$ cat config.mk
export PLATFORM = sky130hd
export DESIGN_NAME = cycle_sequencer
export DESIGN_NICKNAME = d
export VERILOG_FILES = /design/src/rtl/cycle_sequencer.sv
export SDC_FILE = /design/constraint.sdc
export NUM_CORES = 1
export LEC_CHECK = 0
export CAP_MARGIN = 40
export CORE_AREA = 2 2 39 41
export CTS_CLUSTER_SIZE = 20
export DETAILED_ROUTE_END_ITERATION = 8
export DIE_AREA = 0 0 41 43
export DONT_BUFFER_PORTS = 1
export PLACE_DENSITY = 0.72
export SYNTH_ARGS = -nofsm -noshare
export SYNTH_HDL_FRONTEND = slang
export SYNTH_SLANG_ARGS = --single-unit
$ cat constraint.sdc
create_clock -name clk -period 2 [get_ports clk]
set_clock_uncertainty 0.15 [all_clocks]
set_input_delay 0.4 -clock clk [delete_from_list [all_inputs] [get_ports clk]]
set_output_delay 0.4 -clock clk [all_outputs]
set_load 0.02 [all_outputs]
$ cat src/rtl/cycle_sequencer.sv
// Microcycle sequencer: drives the decoder's cycle index and handles run/step/halt
// control plus hand-off of the shared bus to an external program loader.

`ifndef STATE_NEXT
`define STATE_NEXT 4'hE
`endif
`ifndef STATE_HALT
`define STATE_HALT 4'hF
`endif

module cycle_sequencer #(
  parameter int                  CYCLE_W   = 4,
  parameter int                  MAX_CYCLE = 7,
  parameter int                  STATE_W   = 4,
  parameter logic [STATE_W-1:0]  ST_NEXT   = `STATE_NEXT,
  parameter logic [STATE_W-1:0]  ST_HALT   = `STATE_HALT
) (
  input  logic               clk,
  input  logic               reset_n,
  input  logic               run,
  input  logic               step,
  input  logic [STATE_W-1:0] state_in,
  input  logic               ld_req,
  output logic [CYCLE_W-1:0] cycle,
  output logic               cycle_en,
  output logic               instr_done,
  output logic               halted,
  output logic               ld_gnt,
  output logic               seq_err
);

  typedef enum logic [2:0] {
    S_IDLE   = 3'd0,
    S_RUN    = 3'd1,
    S_STEP   = 3'd2,
    S_HALTED = 3'd3,
    S_LOAD   = 3'd4
  } state_t;

  localparam logic [CYCLE_W-1:0] LP_MAX_CYCLE = CYCLE_W'(MAX_CYCLE);

  state_t             r_state;
  state_t             w_state_nxt;
  logic [CYCLE_W-1:0] r_cycle;
  logic [CYCLE_W-1:0] w_cycle_nxt;
  logic               r_cycle_en;
  logic               r_instr_done;
  logic               r_halted;
  logic               r_ld_gnt;
  logic               r_seq_err;
  logic               w_instr_done_nxt;
  logic               w_seq_err_nxt;
  logic               w_at_max;
  logic               w_exec_nxt;

  assign w_at_max = (r_cycle == LP_MAX_CYCLE);

  // NOTE: every signal gets a default before the case so no path leaves one
  // unassigned; an unassigned path would infer a latch.
  always_comb begin
    w_state_nxt      = r_state;
    w_cycle_nxt      = r_cycle;
    w_instr_done_nxt = 1'b0;
    w_seq_err_nxt    = r_seq_err;

    case (r_state)
      S_IDLE: begin
        w_cycle_nxt = '0;
        if (ld_req)    w_state_nxt = S_LOAD;
        else if (run)  w_state_nxt = S_RUN;
        else if (step) w_state_nxt = S_STEP;
      end

      // ld_req and step are deliberately not looked at while executing.
      S_RUN, S_STEP: begin
        if (state_in == ST_HALT) begin
          w_state_nxt = S_HALTED;
        end else if (state_in == ST_NEXT) begin
          w_cycle_nxt      = '0;
          w_instr_done_nxt = 1'b1;
          if (r_state == S_STEP || !run) w_state_nxt = S_IDLE;
        end else if (w_at_max) begin
          w_cycle_nxt   = '0;
          w_seq_err_nxt = 1'b1;
        end else begin
          w_cycle_nxt = r_cycle + CYCLE_W'(1);
        end
      end

      S_HALTED: begin
        if (ld_req) begin
          w_state_nxt = S_LOAD;
          w_cycle_nxt = '0;
        end
      end

      S_LOAD: begin
        w_cycle_nxt = '0;
        if (!ld_req) w_state_nxt = S_IDLE;
      end

      default: begin
        w_state_nxt = S_IDLE;
        w_cycle_nxt = '0;
      end
    endcase
  end

  // Moore outputs are decoded from the next state so they line up with it.
  assign w_exec_nxt = (w_state_nxt == S_RUN) || (w_state_nxt == S_STEP);

  // NOTE: sequential state uses non-blocking assignments so every register
  // samples pre-edge values regardless of statement order.
  always_ff @(posedge clk or negedge reset_n) begin
    if (!reset_n) begin
      r_state      <= S_IDLE;
      r_cycle      <= '0;
      r_cycle_en   <= 1'b0;
      r_instr_done <= 1'b0;
      r_halted     <= 1'b0;
      r_ld_gnt     <= 1'b0;
      r_seq_err    <= 1'b0;
    end else begin
      r_state      <= w_state_nxt;
      r_cycle      <= w_cycle_nxt;
      r_cycle_en   <= w_exec_nxt;
      r_instr_done <= w_instr_done_nxt;
      r_halted     <= (w_state_nxt == S_HALTED);
      r_ld_gnt     <= (w_state_nxt == S_LOAD);
      r_seq_err    <= w_seq_err_nxt;
    end
  end

  assign cycle      = r_cycle;
  assign cycle_en   = r_cycle_en;
  assign instr_done = r_instr_done;
  assign halted     = r_halted;
  assign ld_gnt     = r_ld_gnt;
  assign seq_err    = r_seq_err;

  a_no_bus_conflict: assert property (@(posedge clk) disable iff (!reset_n)
    !(r_cycle_en && r_ld_gnt));
  a_halt_stops_exec: assert property (@(posedge clk) disable iff (!reset_n)
    !(r_halted && r_cycle_en));
  a_retire_at_zero: assert property (@(posedge clk) disable iff (!reset_n)
    r_instr_done |-> (r_cycle == '0));

endmodule
==> flow_metrics.tcl, run 1 <==
set metrics [dict create \
    yosysMostFrequentCell "dfrtp_1" \
    synth_top_family_by_area "simple AND/OR/NAND/NOR gates" \
    antenna_found_initial 0 \
    crit_type "reg -> reg" \
    ys.warnings.count 0 \
    start_util_pct 44.76 \
    synth.area.mux_share_pct 2.424 \
    synth_compound_area_share_pct 18.38 \
    synth_top_cell_area_share_pct 48.48 \
    cts_buffers 3 \
    num_rows 14 \
    io_pins 18 \
    cts_tree "yes" \
    dpl.hpwl_um 844.9 \
    core_area_um2 1384 \
    cts.clk_slew.worst_paths_ps 80 \
    slew_headroom_pct 63.99 \
    grt_pass1_wl_um 1835 \
    syn_area_per_cell_um2 10.32 \
    hp-class "in -> reg" \
    drv_cap 0 \
    fmax_ghz 0.5532 \
    yosys.area.top_type "dfrtp_1" \
    ys.flop_type "dfrtp_1" \
    crit_required_ps 2000 \
    total_power_mw 0.9433 \
    cts_setup_buffers 0 \
    ys_seq_area_share_pct 48.48 \
    worstMarginPinSlew_ps 538.4 \
    vias 455 \
    yosys-top-cells-count "dfrtp_1, nor2_1, nor3_1" \
    cts.sinks 12 \
    cp.arrival_ps 1810 \
    die_w_um 41 \
    synthCells 60 \
    fin_hold_ws_ps 93.98 \
    period_share_pct 90.39 \
    grt_use_total_pct 15.89 \
    cts_root_buf "clkbuf_4" \
    grt_pass1_vias 446 \
    wl_per_cell_um 14.14 \
    synth-simple-area-share_pct 22.02 \
    viasPerCell 5.833 \
    period_minus_slack_ps 1808 \
    grt_overflow 0 \
    die_h_um 43 \
    final.setup.tns_ps 0 \
    drv_slew 0 \
    stdcell_area_um2 671.9 \
    rsz0062_at_grt "no" \
    routed_wl_um 1103 \
    drc 0 \
    drive_gt1_share_pct 11.29 \
    async_flop_share_pct 100.0 \
    synth_nets 70 \
    synthToLayoutAreaGrowth_pct 8.485 \
    port_buffers 0 \
    synth_xor_xnor_area_share_pct 2.626 \
    final_antenna_net_count 0 \
    synth_cell_types 33 \
    crit_path_end_kind "register" \
    ys_ff_latch 12 \
    clkLatencyLatePin_ps 260 \
    outcome "finished, final reports clean" \
    synth_area_um2 619.3 \
    antennaDiodeCount 0 \
    grt_max_degree 13 \
    synth-edff-count 0 \
    place_area_um2 625.6 \
    peakVddDrop_uv 716.6 \
    finalHoldViolCount 0 \
    cts.path.max_buffers 2 \
    power.density_nw_per_um2 1404 \
    finalSetupViolations 0 \
    place_congestion 0.7562 \
    drtIter0Drc 4 \
    crit_fanout 8 \
    synthAdderAreaFrac_pct 2.020 \
    detail_route.first_pass.iterations 4 \
    htree_num_levels 1 \
    synthTopCellsByArea "dfrtp_1, a32o_1, nor3_1" \
    finalNetCount 73 \
    p_leak_nw 0.3128 \
    cp-start-kind "register" \
    dieArea_um2 1763 \
]
## worst max-delay path: stages, from the launching register on
cell and delay (ps):
dfrtp_1 470, xnor2_2 280, o22a_1 240, or2_1 240
mux2_4 320
## what timing repair did
| item | in CTS | in global routing |
|---|---|---|
| resized for setup | 0 | 1 |
| hold endpoints to repair | 12 | 0 |
| setup endpoints to repair | 0 | 2 |
| hold buffers | 1 | 0 |
## layer usage
layer  wire (um)  GRT usage (%)  share of wire, %
met3          46          1.571               4.2
met5           0              0                 0
met4          19          12.67               1.7
met1         524          23.91                48
met2         513          19.69                47
## power by group
part | leakage [nW] | internal [mW] | switching (mW)
clock | 0.0210 | 0.110 | 0.0783
sequential | 0.160 | 0.308 | 0.137
combinational | 0.132 | 0.159 | 0.152
total | 0.313 | 0.577 | 0.367
## final timing paths
path / from / to / slack, ps / cells past startpoint
setup / recovery: r_state[0] / cycle[0] / 190 / 4
min in group asynchronous: reset_n / cycle_en / 400 / 1
max in group asynchronous: reset_n / seq_err / 940 / 1
hold / removal: ld_req / ld_gnt / 90 / 1
setup reg to reg: r_state[0] / cycle[0] / 190 / 4
hold reg to reg: seq_err / seq_err / 480 / 1
## through the flow
stage / cells / worst slack, ps / util [%]
final: 78 / 192.3 / 48.55
after global routing: 78 / 67.55 / 48.55
after global placement: 73 / 194.4 / 45.21
after CTS: 78 / 107.2 / 48.55
after detailed placement: 73 / 125.8 / 45.21
after floorplan: 60 / 234.4 / -
## cell type report
cell class	count	area, um2
Timing Repair Buffer	1	10.01
Sequential cell	12	300.3
Clock buffer	4	36.28
Fill cell	127	711.9
Multi-Input combinational cell	42	294.0
Tap cell	16	20.02
Inverter	3	11.26
## sequential cells by signal, indices dropped and copies added, names as in the netlist
name / flops
halted: 1
cycle: 4
ld_gnt: 1
instr_done: 1
cycle_en: 1
seq_err: 1
r_state: 3
## logic make-up (layout without fill, tap and decap cells)
logic type,after synthesis,in the layout
AND/OR/NAND/NOR,24,24
AO/OA/AOI/OAI,15,15
flip-flops,12,12
buffers and inverters,6,8
adder cells (fa/ha/maj),1,1
XOR/XNOR,1,1
multiplexers,1,1
## placed cells by master (no fill, tap or decap), types with 2 or more instances in the layout
cell,count
nor3_1,4
dfrtp_1,12
or3_1,2
inv_1,3
clkbuf_4,3
a32o_1,2
o21a_1,2
nand2_1,3
nand2b_1,2
nand3_1,2
o22ai_1,2
nor2_1,4
No activity file was read; power rests on OpenSTA's default activity.
==> run 2: changes to the inputs <==
--- a/config.mk
+++ b/config.mk
@@ -13,3 +13,5 @@
 export DONT_BUFFER_PORTS = 1
+export HOLD_SLACK_MARGIN = 0.02
 export PLACE_DENSITY = 0.72
+export REMOVE_ABC_BUFFERS = 1
 export SYNTH_ARGS = -nofsm -noshare
--- a/constraint.sdc
+++ b/constraint.sdc
@@ -4,2 +4,2 @@
 set_output_delay 0.4 -clock clk [all_outputs]
-set_load 0.02 [all_outputs]
+set_load 0.1 [all_outputs]
==> run 2 against run 1 <==
Net effect:
- combinational power up 110%
- sequential share of layout area down 4.4 points
- worst hold slack better by 2.3 ps
- register-to-register slack about the same
- maximum frequency up 0.46%
- die area unchanged
- utilization up 5.3 points
- sequential cell count unchanged
- power up 27%
- worst setup slack better by 8.3 ps
==> flow_metrics.tcl, run 2 (synthesized netlist as in run 1, its figures left out) <==
set metrics [dict create \
    cts_root_buf "clkbuf_4" \
    finalNetCount 82 \
    antenna_found_initial 0 \
    grt_use_total_pct 18.60 \
    hp-class "in -> reg" \
    outcome "finished, final reports clean" \
    total_power_mw 1.200 \
    cts_tree "yes" \
    io_pins 18 \
    grt_pass1_vias 503 \
    clkLatencyLatePin_ps 270 \
    grt_max_degree 13 \
    finalSetupViolations 0 \
    drtIter0Drc 4 \
    worstMarginPinSlew_ps 547.1 \
    drive_gt1_share_pct 21.43 \
    regToRegSetupSlack_ps 200 \
    vias 497 \
    dieArea_um2 1763 \
    drc 0 \
    drv_cap 0 \
    htree_num_levels 1 \
    finalHoldViolCount 0 \
    antennaDiodeCount 0 \
    grt_overflow 0 \
    power.density_nw_per_um2 1609 \
    drv_slew 0 \
    crit_type "reg -> reg" \
    cts_buffers 3 \
    place_ws_ps 109.4 \
    fmax_ghz 0.5557 \
    slew_headroom_pct 63.41 \
    cts.clk_slew.worst_paths_ps 70 \
    reg2reg_depth 4 \
    port_buffers 0 \
    die_w_um 41 \
    core_area_um2 1384 \
    die_h_um 43 \
    period_share_pct 89.97 \
    crit_fanout 8 \
    final_common_cell "dfrtp_1" \
    p_leak_nw 0.3594 \
    finalWorstSetupSlack_ps 200.6 \
    peakVddDrop_uv 844.4 \
    dp_cells 82 \
    crit_path_end_kind "register" \
    fin_hold_ws_ps 96.27 \
    fin_cells 86 \
    wl_per_cell_um 14.38 \
    period_minus_slack_ps 1799 \
    start_util_pct 44.76 \
    crit_required_ps 2010 \
    viasPerCell 5.779 \
    cts.sinks 12 \
    dpl.hpwl_um 904 \
    cp.arrival_ps 1810 \
    place_congestion 0.8269 \
    utilization_pct 53.89 \
    nFillCells 119 \
    num_rows 14 \
    grt_pass1_wl_um 2187 \
    rsz0062_at_grt "no" \
    cts.path.max_buffers 2 \
    synthToLayoutAreaGrowth_pct 20.40 \
    whs_path_depth 1 \
    detail_route.first_pass.iterations 6 \
    routed_wl_um 1237 \
    largest_reg_flops 4 \
    cp-start-kind "register" \
    layout_common_cells "dfrtp_1, buf_4, nor2_1, nor3_1" \
    final_antenna_net_count 0 \
]
run 2: worst max-delay path: stages (launching register included):
cell     delay (ps)
dfrtp_1         470
xnor2_2         290
o22a_1          240
or2_1           220
mux2_4          320
run 2: repair_timing:
item	4_1_cts	5_1_grt
setup endpoints to repair	0	1
hold buffers	1	0
buffers inserted	0	0
endpoints found under the hold margin	12	0
gates resized for setup	0	1
run 2: report_power, final:
group | switching [mW] | internal, mW
clock network | 0.0730 | 0.0697
registers | 0.0866 | 0.308
logic | 0.452 | 0.210
run 2: layout make-up:
| class | instances | area, um2 | share of cell area, % |
|---|---|---|---|
| clock buffers | 3 | 22.52 | 3.020 |
| inverters | 3 | 11.26 | 1.510 |
| multi-input cells | 42 | 294.0 | 39.43 |
| flip-flops and latches | 12 | 300.3 | 40.27 |
| well taps | 16 | 20.02 | 2.685 |
| repair buffers | 10 | 97.59 | 13.09 |
run 2: worst paths after layout:
check,start,end
max,r_state[0],cycle[0]
min,ld_req,ld_gnt
max reg2reg,r_state[0],cycle[0]
min reg2reg,seq_err,seq_err
max in group asynchronous,reset_n,r_state[1]
min in group asynchronous,reset_n,cycle[1]
run 2: metrics by stage:
stage               area [um2]  setup TNS [ps]
global placement         685.7               0
detailed placement       713.2               0
finish                   745.7               0
CTS                      745.7               0
global route             745.7               0
floorplan                605.6          -92.92
run 2: per-layer routing:
layer / GRT usage [%] / vias up / share of wire (%)
li1: - / 245 / -
met1: 24.75 / 228 / 42
met2: 25.31 / 17 / 49
met3: 2.618 / 7 / 4.0
met4: 15.33 / 0 / 4.1
met5: 0 / - / 0
==> run 3: changes to the inputs <==
Settings changed: CORE_AREA 2 2 39 41 to unset, CORE_UTILIZATION set to 46, DIE_AREA 0 0 41 43 to unset.
==> run 3 against run 2 <==
Net effect:
- worst setup slack lost 13 ps
- cell count fell by 1.2%
- combinational power about the same
- critical path type unchanged
==> flow_metrics.tcl, run 3 (synthesized netlist as in run 1, its figures left out) <==
set metrics [dict create \
    outcome "finished, final reports clean" \
    core_area_um2 1171 \
    cts_tree "yes" \
    cp.arrival_ps 1840 \
    r2r_start "r_state[0]" \
    viasPerCell 5.718 \
    io_pins 18 \
    num_rows 12 \
    detail_route.first_pass.iterations 4 \
    vias 486 \
    place_ws_ps 145.1 \
    seq_area_um2 300.3 \
    grt_overflow 0 \
    place_area_um2 683.2 \
    grt_pass1_vias 457 \
    antennaDiodeCount 0 \
    crit_type "reg -> reg" \
    nFillCells 106 \
    p_leak_nw 0.3666 \
    die_h_um 38.70 \
    finalSetupViolations 0 \
    synthToLayoutAreaGrowth_pct 22.22 \
    cp-start-kind "register" \
    period_share_pct 90.64 \
    dpl.hpwl_um 865 \
    grt_use_total_pct 19.29 \
    finalWorstSetupSlack_ps 187.2 \
    stdcell_area_um2 757.0 \
    hp-class "in -> reg" \
    drtIter0Drc 6 \
    antenna_found_initial 0 \
    cts.path.max_buffers 2 \
    drv_cap 0 \
    worstMarginPinSlew_ps 543.4 \
    period_minus_slack_ps 1813 \
    min_from "ld_req" \
    crit_path_end_kind "register" \
    wl_per_cell_um 13.92 \
    finalNetCount 82 \
    min_to "ld_gnt" \
    final_common_cell "dfrtp_1" \
    dp_cells 79 \
    multi_input_area_um2 294.0 \
    routed_wl_um 1183 \
    total_power_mw 1.251 \
    port_buffers 0 \
    clkPwrFrac_pct 15.8 \
    cts_buffers 3 \
    start_util_pct 52.88 \
    switching_share_pct 49.89 \
    drive_gt1_share_pct 22.54 \
    htree_num_levels 1 \
    drv_slew 0 \
    regToRegSetupSlack_ps 190 \
    finalHoldViolCount 0 \
    crit_required_ps 2030 \
    place_congestion 0.7848 \
    p_seq_share_pct 31.3 \
    fin_cells 85 \
    combPwrFrac_pct 52.9 \
    final_antenna_net_count 0 \
    slew_headroom_pct 63.65 \
    power.density_nw_per_um2 1653 \
    p_int_mw 0.6271 \
    r2r-end "cycle_en" \
    cts.sinks 12 \
    crit_fanout 8 \
    rsz0062_at_grt "no" \
    largest_reg_flops 4 \
    fmax_ghz 0.5516 \
    grt_max_degree 13 \
    die_w_um 38.70 \
    cts.clk_slew.worst_paths_ps 80 \
    grt_pass1_wl_um 1911 \
    layout_common_cells "dfrtp_1, buf_4, nor2_1, nor3_1" \
    peakVddDrop_uv 899.0 \
    netSwitchingPower_mw 0.6243 \
    reg2reg_depth 4 \
    cts_root_buf "clkbuf_4" \
    drc 0 \
    dieArea_um2 1497 \
    whs_path_depth 1 \
    clkLatencyLatePin_ps 280 \
]
==> run 3: area by class of cell <==
cell class | count | area share [%]
Clock buffer | 4 | 4.793
Multi-Input combinational cell | 42 | 38.84
Timing Repair Buffer | 10 | 12.89
Inverter | 3 | 1.488
Sequential cell | 12 | 39.67
Tap cell | 14 | 2.314
==> run 3: stage by stage <==
| step | setup TNS (ps) | hold slack, ps | util (%) |
|---|---|---|---|
| after detailed placement | 0 | -45.29 | 58.33 |
| after floorplan | -92.92 | -45.59 | - |
| after global routing | 0 | 80.31 | 64.64 |
| final | 0 | 82.65 | 64.64 |
| after CTS | 0 | 83.91 | 62.29 |
| after global placement | 0 | -45.31 | 58.33 |
==> run 3: timing repair <==
item                                    CTS  global route
buffers inserted                          0             0
endpoints found under the hold margin    12             0
resized for setup                         0             1
endpoints found under the setup margin    0             1
hold buffers                              1             0
==> run 3: power groups by stage <==
stage	Clock [mW]	Sequential, mW	Combinational [mW]
finish	0.197	0.392	0.662
global route	0.206	0.401	0.703
CTS	0.196	0.395	0.652
detailed placement	0	0.398	0.647
global placement	0	0.393	0.643
floorplan	0	0.663	0.258
==> run 3: worst max path at each step <==
stage	start	to	slack, ps	depth (start not counted)
floorplan	cycle[0]	cycle[0]	-90	5
global placement	r_state[0]	cycle[0]	190	4
detailed placement	r_state[0]	cycle[0]	150	4
CTS	r_state[0]	cycle[0]	120	4
global route	r_state[0]	cycle_en	60	4
finish	r_state[0]	cycle_en	190	4
==> run 3: critical path, stage by stage (launching register included) <==
cell and delay [ps]:
dfrtp_1 470, or4b_1 550, a21oi_1 150, o21bai_1 110, a211oi_1 290
==> run 3: layer usage <==
layer | GRT usage (%) | routed length (um) | up-vias
li1 | - | - | 245
met1 | 25.19 | 567 | 223
met2 | 29.58 | 530 | 16
met3 | 5.780 | 63 | 2
met4 | 7.759 | 21 | 0
met5 | 0 | 0 | -
